**src/rtl/vga_pkg.sv**
```systemverilog
// Shared VGA timing defaults (640x480@60 from a 50 MHz clock) and the
// colour type used between the renderer and the timing generator.
package vga_pkg;
  localparam int unsigned COORD_W  = 10;
  localparam int unsigned CLK_DIV  = 2;
  localparam int unsigned H_ACTIVE = 640;
  localparam int unsigned H_FP     = 16;
  localparam int unsigned H_SYNC   = 96;
  localparam int unsigned H_BP     = 48;
  localparam int unsigned V_ACTIVE = 480;
  localparam int unsigned V_FP     = 10;
  localparam int unsigned V_SYNC   = 2;
  localparam int unsigned V_BP     = 33;
  localparam int unsigned H_TOTAL  = H_ACTIVE + H_FP + H_SYNC + H_BP;
  localparam int unsigned V_TOTAL  = V_ACTIVE + V_FP + V_SYNC + V_BP;

  typedef struct packed {
    logic [7:0] r;
    logic [7:0] g;
    logic [7:0] b;
  } rgb24;
endpackage

```
**src/rtl/vga_timing_gen_if.sv**
```systemverilog
// Renderer/VGA-pin bundle of the timing generator; master is the generator.
interface vga_timing_gen_if;
  import vga_pkg::*;

  logic [23:0]        rgb_in;
  logic [COORD_W-1:0] pixel_x;
  logic [COORD_W-1:0] pixel_y;
  logic               video_on;
  logic               pixel_tick;
  logic               frame_start;
  logic               vga_hs;
  logic               vga_vs;
  logic [7:0]         vga_r;
  logic [7:0]         vga_g;
  logic [7:0]         vga_b;

  modport master (
    input  rgb_in,
    output pixel_x, pixel_y, video_on, pixel_tick, frame_start,
    output vga_hs, vga_vs, vga_r, vga_g, vga_b
  );

  modport slave (
    output rgb_in,
    input  pixel_x, pixel_y, video_on, pixel_tick, frame_start,
    input  vga_hs, vga_vs, vga_r, vga_g, vga_b
  );
endinterface

```
**src/rtl/vga_sync_counter.sv**
```systemverilog
// Pixel-rate divider plus horizontal/vertical raster counters; decodes the
// visible window and flags the wrap back to (0,0).
module vga_sync_counter
  import vga_pkg::*;
#(
  parameter int unsigned CLK_DIV  = vga_pkg::CLK_DIV,
  parameter int unsigned H_ACTIVE = vga_pkg::H_ACTIVE,
  parameter int unsigned H_TOTAL  = vga_pkg::H_TOTAL,
  parameter int unsigned V_ACTIVE = vga_pkg::V_ACTIVE,
  parameter int unsigned V_TOTAL  = vga_pkg::V_TOTAL
) (
  input  logic               clock,
  input  logic               reset,
  output logic [COORD_W-1:0] h_cnt,
  output logic [COORD_W-1:0] v_cnt,
  output logic               pixel_tick,
  output logic               frame_start,
  output logic               video_on
);
  localparam int unsigned DIV_W = (CLK_DIV > 1) ? $clog2(CLK_DIV) : 1;
  localparam logic [DIV_W-1:0]   DIV_LAST = DIV_W'(CLK_DIV - 1);
  localparam logic [COORD_W-1:0] H_LAST   = COORD_W'(H_TOTAL - 1);
  localparam logic [COORD_W-1:0] V_LAST   = COORD_W'(V_TOTAL - 1);
  localparam logic [COORD_W-1:0] H_VIS    = COORD_W'(H_ACTIVE);
  localparam logic [COORD_W-1:0] V_VIS    = COORD_W'(V_ACTIVE);

  logic [DIV_W-1:0] div_cnt;
  logic             div_last;

  assign div_last = (div_cnt == DIV_LAST);

  always_ff @(posedge clock) begin
    if (reset) begin
      div_cnt     <= '0;
      h_cnt       <= '0;
      v_cnt       <= '0;
      pixel_tick  <= 1'b0;
      frame_start <= 1'b0;
    end else begin
      div_cnt    <= div_last ? '0 : div_cnt + 1'b1;
      pixel_tick <= div_last;
      // Raised together with the tick that carries the counters to (0,0).
      frame_start <= div_last && (h_cnt == H_LAST) && (v_cnt == V_LAST);
      if (pixel_tick) begin
        if (h_cnt == H_LAST) begin
          h_cnt <= '0;
          v_cnt <= (v_cnt == V_LAST) ? '0 : v_cnt + 1'b1;
        end else begin
          h_cnt <= h_cnt + 1'b1;
        end
      end
    end
  end

  assign video_on = (h_cnt < H_VIS) && (v_cnt < V_VIS);
endmodule

```
**src/rtl/vga_timing_gen.sv**
```systemverilog
// VGA timing generator: publishes the raster position and registers the
// renderer colour with HS/VS so every VGA pin changes on the same edge.
module vga_timing_gen
  import vga_pkg::*;
#(
  parameter int unsigned CLK_DIV  = vga_pkg::CLK_DIV,
  parameter int unsigned H_ACTIVE = vga_pkg::H_ACTIVE,
  parameter int unsigned H_FP     = vga_pkg::H_FP,
  parameter int unsigned H_SYNC   = vga_pkg::H_SYNC,
  parameter int unsigned H_BP     = vga_pkg::H_BP,
  parameter int unsigned V_ACTIVE = vga_pkg::V_ACTIVE,
  parameter int unsigned V_FP     = vga_pkg::V_FP,
  parameter int unsigned V_SYNC   = vga_pkg::V_SYNC,
  parameter int unsigned V_BP     = vga_pkg::V_BP,
  parameter bit          SYNC_POL = 1'b0
) (
  input  logic              clock,
  input  logic              reset,
  vga_timing_gen_if.master  bus
);
  localparam int unsigned H_TOT = H_ACTIVE + H_FP + H_SYNC + H_BP;
  localparam int unsigned V_TOT = V_ACTIVE + V_FP + V_SYNC + V_BP;
  localparam logic [COORD_W-1:0] HS_START = COORD_W'(H_ACTIVE + H_FP);
  localparam logic [COORD_W-1:0] HS_END   = COORD_W'(H_ACTIVE + H_FP + H_SYNC);
  localparam logic [COORD_W-1:0] VS_START = COORD_W'(V_ACTIVE + V_FP);
  localparam logic [COORD_W-1:0] VS_END   = COORD_W'(V_ACTIVE + V_FP + V_SYNC);

  logic [COORD_W-1:0] h_cnt;
  logic [COORD_W-1:0] v_cnt;
  logic               pixel_tick;
  logic               frame_start;
  logic               video_on;
  logic               hs_on;
  logic               vs_on;
  logic               hs_q;
  logic               vs_q;
  rgb24               rgb_q;

  vga_sync_counter #(
    .CLK_DIV  (CLK_DIV),
    .H_ACTIVE (H_ACTIVE),
    .H_TOTAL  (H_TOT),
    .V_ACTIVE (V_ACTIVE),
    .V_TOTAL  (V_TOT)
  ) u_counter (
    .clock       (clock),
    .reset       (reset),
    .h_cnt       (h_cnt),
    .v_cnt       (v_cnt),
    .pixel_tick  (pixel_tick),
    .frame_start (frame_start),
    .video_on    (video_on)
  );

  always_comb begin
    hs_on = (h_cnt >= HS_START) && (h_cnt < HS_END);
    vs_on = (v_cnt >= VS_START) && (v_cnt < VS_END);
  end

  always_ff @(posedge clock) begin
    if (reset) begin
      hs_q  <= ~SYNC_POL;
      vs_q  <= ~SYNC_POL;
      rgb_q <= '0;
    end else if (pixel_tick) begin
      hs_q  <= hs_on ? SYNC_POL : ~SYNC_POL;
      vs_q  <= vs_on ? SYNC_POL : ~SYNC_POL;
      rgb_q <= video_on ? rgb24'(bus.rgb_in) : '0;
    end
  end

  assign bus.pixel_x     = h_cnt;
  assign bus.pixel_y     = v_cnt;
  assign bus.video_on    = video_on;
  assign bus.pixel_tick  = pixel_tick;
  assign bus.frame_start = frame_start;
  assign bus.vga_hs      = hs_q;
  assign bus.vga_vs      = vs_q;
  assign bus.vga_r       = rgb_q.r;
  assign bus.vga_g       = rgb_q.g;
  assign bus.vga_b       = rgb_q.b;
endmodule
```
**src/flat_wrapper.sv**
```systemverilog
// flat-port wrapper written by rule: the top's interface ports become plain ports
module vga_timing_gen_flat import vga_pkg::*;
#(
  parameter int unsigned CLK_DIV  = vga_pkg::CLK_DIV,
  parameter int unsigned H_ACTIVE = vga_pkg::H_ACTIVE,
  parameter int unsigned H_FP     = vga_pkg::H_FP,
  parameter int unsigned H_SYNC   = vga_pkg::H_SYNC,
  parameter int unsigned H_BP     = vga_pkg::H_BP,
  parameter int unsigned V_ACTIVE = vga_pkg::V_ACTIVE,
  parameter int unsigned V_FP     = vga_pkg::V_FP,
  parameter int unsigned V_SYNC   = vga_pkg::V_SYNC,
  parameter int unsigned V_BP     = vga_pkg::V_BP,
  parameter bit          SYNC_POL = 1'b0
)
  (clock, reset, bus_rgb_in, bus_pixel_x, bus_pixel_y, bus_video_on, bus_pixel_tick, bus_frame_start, bus_vga_hs, bus_vga_vs, bus_vga_r, bus_vga_g, bus_vga_b);
  vga_timing_gen_if bus_i ();
  input  logic clock;
  input  logic reset;
  input wire logic [$bits(bus_i.rgb_in)-1:0] bus_rgb_in;
  output wire logic [$bits(bus_i.pixel_x)-1:0] bus_pixel_x;
  output wire logic [$bits(bus_i.pixel_y)-1:0] bus_pixel_y;
  output wire logic [$bits(bus_i.video_on)-1:0] bus_video_on;
  output wire logic [$bits(bus_i.pixel_tick)-1:0] bus_pixel_tick;
  output wire logic [$bits(bus_i.frame_start)-1:0] bus_frame_start;
  output wire logic [$bits(bus_i.vga_hs)-1:0] bus_vga_hs;
  output wire logic [$bits(bus_i.vga_vs)-1:0] bus_vga_vs;
  output wire logic [$bits(bus_i.vga_r)-1:0] bus_vga_r;
  output wire logic [$bits(bus_i.vga_g)-1:0] bus_vga_g;
  output wire logic [$bits(bus_i.vga_b)-1:0] bus_vga_b;
  assign bus_i.rgb_in = bus_rgb_in;
  assign bus_pixel_x = bus_i.pixel_x;
  assign bus_pixel_y = bus_i.pixel_y;
  assign bus_video_on = bus_i.video_on;
  assign bus_pixel_tick = bus_i.pixel_tick;
  assign bus_frame_start = bus_i.frame_start;
  assign bus_vga_hs = bus_i.vga_hs;
  assign bus_vga_vs = bus_i.vga_vs;
  assign bus_vga_r = bus_i.vga_r;
  assign bus_vga_g = bus_i.vga_g;
  assign bus_vga_b = bus_i.vga_b;
  vga_timing_gen #(.CLK_DIV(CLK_DIV), .H_ACTIVE(H_ACTIVE), .H_FP(H_FP), .H_SYNC(H_SYNC), .H_BP(H_BP), .V_ACTIVE(V_ACTIVE), .V_FP(V_FP), .V_SYNC(V_SYNC), .V_BP(V_BP), .SYNC_POL(SYNC_POL)) u_core (.clock(clock), .reset(reset), .bus(bus_i));
endmodule
```
**config.mk**
```make
export PLATFORM = sky130hd
export DESIGN_NAME = vga_timing_gen_flat
export DESIGN_NICKNAME = d
export VERILOG_FILES = /design/src/rtl/vga_pkg.sv /design/src/rtl/vga_timing_gen_if.sv /design/src/rtl/vga_sync_counter.sv /design/src/rtl/vga_timing_gen.sv /design/src/flat_wrapper.sv
export SDC_FILE = /design/constraint.sdc
export NUM_CORES = 1
export LEC_CHECK = 0
export ABC_AREA = 0
export CAP_MARGIN = 10
export CORE_ASPECT_RATIO = 1.5
export CORE_MARGIN = 8
export CORE_UTILIZATION = 30
export CTS_BUF_LIST = sky130_fd_sc_hd__clkbuf_8 sky130_fd_sc_hd__clkbuf_16
export CTS_CLUSTER_SIZE = 10
export DETAILED_ROUTE_END_ITERATION = 10
export PLACE_DENSITY_LB_ADDON = 0.12
export SYNTH_ARGS = -nofsm -noshare
export SYNTH_HDL_FRONTEND = slang
export SYNTH_SLANG_ARGS = --single-unit
```
**constraint.sdc**
```tcl
create_clock -name clock -period 2.4 [get_ports clock]
set_input_delay 0.24 -clock clock [delete_from_list [all_inputs] [get_ports clock]]
set_output_delay 0.24 -clock clock [all_outputs]
set_load 0.005 [all_outputs]
```
==> Word level (Yosys, flattened, before mapping) <==
Index checks and enable logic that the tools add are counted.
{ "op_classes": {"mux": 5, "mul": 0, "div": 0, "shifts": 0, "add_sub_neg": 3, "n_eq_ne": 2, "bitwise": 0, "magnitude_cmp": 6, "n_reduce_logical": 7} }
{ "op_table": {"columns": ["cell", "count"], "rows": [
  ["24-bit 2-to-1 mux", 1],
  ["10-bit by 1-bit adder with 10-bit output (second input constant)", 2],
  ["10-bit == test (second input constant)", 2],
  ["10-bit less-than comparator (second input constant)", 2],
  ["10-bit by 9-bit less-than comparator with 1-bit output (second input constant)", 2],
  ["10-bit 2-to-1 mux", 2],
  ["10-bit greater-or-equal comparator (second input constant)", 1],
  ["10-bit by 9-bit greater-or-equal comparator with 1-bit output (second input constant)", 1],
  ["1-bit logical AND", 5],
  ["1-bit 2-to-1 mux", 2],
  ["2-bit AND reduction", 1],
  ["2-bit OR reduction", 1],
  ["1-bit adder (second input constant)", 1]
]} }
{ "totals": {"elab_cells": 33, "romBits": 0, "n_memories": 0, "in_bits": 26, "ff_bits": 49, "ram_bits": 0, "out_inout_bits": 49, "latchBits": 0} }

==> Longest topological paths before layout <==
{ "depth": {"word_depth": 3, "mapped_depth": 8, "ltp_nobuf": 6} }

==> By module <==
Synthesis repeated with hierarchy kept, for this count alone.
{ "unflattened": {"cells_unflattened": 244, "hier_area_um2": 2149.6} }
{ "by_module_without_submodules": {"columns": ["module", "area_each_um2", "instances", "seq_area_each_um2", "cells_each"], "rows": [
  ["vga_sync_counter", 1094.8, 1, 460.4, 125],
  ["vga_timing_gen", 1054.8, 1, 520.5, 119]
]} }

==> Least setup slack after synthesis <==
OpenSTA, ideal clock, no wires.
{ "synth_path": {"kind": "register to register", "startpoint": "reg u_core.u_counter.v_cnt[1]", "endpoint": "reg u_core.u_counter.v_cnt[2]", "setup_time_ns": 0.092, "setup_slack_ns": 0.599, "n_path_buf": 2, "t_required_ns": 2.308, "period_less_slack_ns": 1.801, "stages_incl_launch_ff": 9, "t_arrival_ns": 1.709, "path_cell_list": "dfxtp_1 -> clkbuf_1 -> inv_1 -> ha_1 -> and4_1 -> nand3b_1 -> clkbuf_1 -> a21oi_1 -> o32ai_1"} }
{ "synth_between": {"elab_chain_len": 2, "elab_cells_between_ends": 3, "classes_between": "add/sub: 1; eq/ne: 1; mux: 1"} }
{ "synth_lines": {"columns": ["item", "line_no", "text"], "rows": [
  ["start: declaration", "vga_sync_counter.sv:15", "output logic [COORD_W-1:0] v_cnt,"],
  ["start signal: assignment", "vga_sync_counter.sv:47", "v_cnt <= (v_cnt == V_LAST) ? '0 : v_cnt + 1'b1;"],
  ["10-bit by 1-bit adder with 10-bit output / 10-bit == test (equally long branches)", "vga_sync_counter.sv:47", null],
  ["10-bit 2-to-1 mux *", "vga_sync_counter.sv:47", null]
]} }
Every way passes the cells marked *; elsewhere a longest branch is shown, timed or not.
A chain may end at the register's enable or synchronous reset.

==> Final worst setup path <==
{ "layout_path": {"startpoint": "reg u_core.u_counter.v_cnt[7]", "endpoint": "out bus_video_on"} }
{ "layout_between": {"elab_chain_len": 2} }
{ "layout_lines": {"columns": ["item", "line_no", "text"], "rows": [
  ["10-bit by 9-bit less-than comparator with 1-bit output", "vga_sync_counter.sv:55", "assign video_on = (h_cnt < H_VIS) && (v_cnt < V_VIS);"],
  ["1-bit logical AND", "vga_sync_counter.sv:55", null],
  ["end: declaration", "flat_wrapper.sv:22", "output wire logic [$bits(bus_i.video_on)-1:0] bus_video_on;"]
]} }
Every way passes these cells.

==> results.ini <==
[sta]
skew_ns=0.00851
setup_tns_ns=0
hold_ws_ns=0.417
slew_viol_final=0
finalHoldViolCount=0
tightest_slew_ns=0.568
slew_headroom=0.620
setup_ws_ns=0.471
fin_crit_sh=0.804
setup_viol=0
rsz0062_at_grt=no
fmax_mhz=518
fin_crit_ns=1.93

[pwr]
power_density_nw_per_um2=555
p_leak_nw=1.09
ir_drop_uv=246

[clocking]
ctsResizeCount=0
cts.clk_slew.worst_paths_ns=0.07
htree_levels=2
root_buffer=clkbuf_16
cts_tree=done
cts_num_sinks=49
cts_made_buffers=5
post-cts-setup-buffers=0
insertion_delay_ns=0.29
cts_hold_buf=0
cts_buffer_depth=2

[worst_setup_path]
required_ns=2.16
crit_fanout=5
r2r_cells=5
critical_path_buf_inv_count=1
regToRegSetupSlack_ns=0.48
crit_path_cell_trace=and4_1 -> nor3_4 -> clkdlybuf4s50_1
cp_num_cells=3
slowest_delay_ns=0.56
crit_family=buffers and inverters
r2r_end=u_core.u_counter.v_cnt[7]
cp.arrival_ns=1.69
crit_end=bus_video_on
path_class=reg -> out
startpoint_type=flip-flop
r2r_start=u_core.u_counter.h_cnt[0]
end_kind=output port
cp_slowest_cell=clkdlybuf4s50_1
critPathLaunch=u_core.u_counter.v_cnt[7]

[finish]
final_area_sq_um=3260
final_common_cell=clkdlybuf4s50_1
fillers=759
final_cell_mix=clkdlybuf4s50_1 (74), dfxtp_1 (48), nand3_1 (34), a21oi_1 (29), nand2b_1 (24)
n_antenna_cell=0
drive_gt1_frac=0.0727
syn2layout_area_growth_pct=44.1
layout.nets=360

[yosys]
yosysSeqAreaShare=0.433
yosys_most_used_dff=dfxtp_1
synth_warnings=0
syn_nets=292
netlist_instances=261
syn_avg_cell_area_sq_um=8.68
syn_area_sq_um=2270
ys_async_sr_fraction=0
synth_edf_count=0
synth_cell_types=40
ys_ff_latch=49

[placement]
dp_slack_ns=0.501
io_buffers=74
place_area_sq_um=3090
place_hpwl_microns=4710
gp_congestion=0.756

[global_route]
grt_pass1_vias=1972
antenna_found_initial=0
grt_usage=0.122
grt_pass1_wl_microns=10200
grt-ovfl-total=0
grt_max_degree=51

[floorplanning]
boundaryPins=75
die_y_microns=122
core_area_sq_um=7470
start_util=0.304
die_area_sq_um=10600
die_w_microns=87.0
rows=39

[drt]
totalWireLength_microns=6590
vias=2076
wl_per_cell_microns=15.3
drcViolationCount=0
ant_nets=0
drt_iter0_drc=137
vias_per_cell=4.81
drt-pass1-iter-count=4

[flow_run]
cap_viol_max_count=0

[hold_path]
hp-start=u_core.u_counter.div_cnt
hp-class=reg -> reg
hold_depth=1

[run_status]
status=finished clean

==> routing by layer <==
layer,vias up,wire length [microns],share of wire,GRT usage
met2,42,3340,0.51,0.209
met5,-,0,0,0
met3,6,246,0.037,0.0255
met4,0,94,0.014,0.0455
li1,1051,-,-,-
met1,977,2910,0.44,0.145
==> synth_stat cells, types with 2 or more instances <==
cell type / instances / area (sq um)
a21oi_1: 29 / 145
xnor2_1: 4 / 35.0
nor3_1: 3 / 15.0
xor2_1: 5 / 43.8
nor2_1: 15 / 56.3
and3_1: 3 / 18.8
o32ai_1: 7 / 61.3
ha_1: 5 / 62.6
and4_1: 2 / 17.5
or3_1: 4 / 25.0
mux2i_1: 2 / 20.0
buf_2: 6 / 30.0
inv_1: 12 / 45.0
nand4b_1: 3 / 26.3
nand2_2: 2 / 12.5
buf_1: 3 / 11.3
dfxtp_1: 49 / 981
clkbuf_1: 8 / 30.0
or2_2: 2 / 12.5
nand2b_1: 24 / 150
nand2_1: 8 / 30.0
nand4_1: 8 / 50.1
nor4_1: 4 / 25.0
a21boi_1: 4 / 30.0
nand3_1: 34 / 170
==> through the flow <==
step | instances | utilization | total power, mW
after floorplan | 261 | - | 0.920
after global placement | 424 | 0.414 | 1.01
after detailed placement | 424 | 0.414 | 1.02
after CTS | 432 | 0.437 | 1.84
after global routing | 432 | 0.437 | 1.89
final | 432 | 0.437 | 1.81
==> worst register-to-register path, stage by stage (launching register included) <==
cell	delay, ns
dfxtp_1	0.43
ha_1	0.30
nand4b_1	0.18
nor4b_4	0.54
nand4_2	0.23
o32ai_1	0.16
==> worst min path at each step <==
stage	endpoint
CTS	u_core.u_counter.div_cnt
detailed placement	u_core.u_counter.div_cnt
global route	u_core.u_counter.div_cnt
floorplan	u_core.u_counter.pixel_tick
global placement	u_core.u_counter.div_cnt
finish	u_core.u_counter.div_cnt
==> logic make-up after synthesis <==
kind of cell / synth area share
simple gates: 0.320
buf+inv: 0.0585
fa+ha+maj: 0.0276
mux: 0.00884
xor+xnor: 0.0348
compound gates: 0.118
flops: 0.433
==> state kept, by name (all words and copies together), names as in the netlist <==
name                          flops
u_core.u_counter.h_cnt           10
u_core.u_counter.v_cnt           10
u_core.bus.vga_b                  8
u_core.bus.vga_g                  8
u_core.bus.vga_r                  8
u_core.bus.vga_hs                 1
u_core.bus.vga_vs                 1
u_core.u_counter.div_cnt          1
u_core.u_counter.frame_start      1
u_core.u_counter.pixel_tick       1
==> cell type report <==
cell class                      instances  area (sq um)  share of cell area
Sequential cell                        49           982               0.301
Multi-Input combinational cell        181          1150               0.353
Timing Repair Buffer                   80           786               0.241
Clock buffer                            5           125              0.0383
Inverter                               12          45.0              0.0138
Clock inverter                          3          46.3              0.0142
Tap cell                              102           128              0.0391
==> report_power, final <==
| group | total, mW | switching, mW | leakage, nW | internal, mW |
|---|---|---|---|---|
| clock network | 0.815 | 0.321 | 0.0800 | 0.494 |
| registers | 0.848 | 0.0145 | 0.398 | 0.833 |
| logic | 0.148 | 0.0557 | 0.615 | 0.0920 |
| total | 1.81 | 0.392 | 1.09 | 1.42 |
Note: power is estimated with default switching activity, not from simulation.
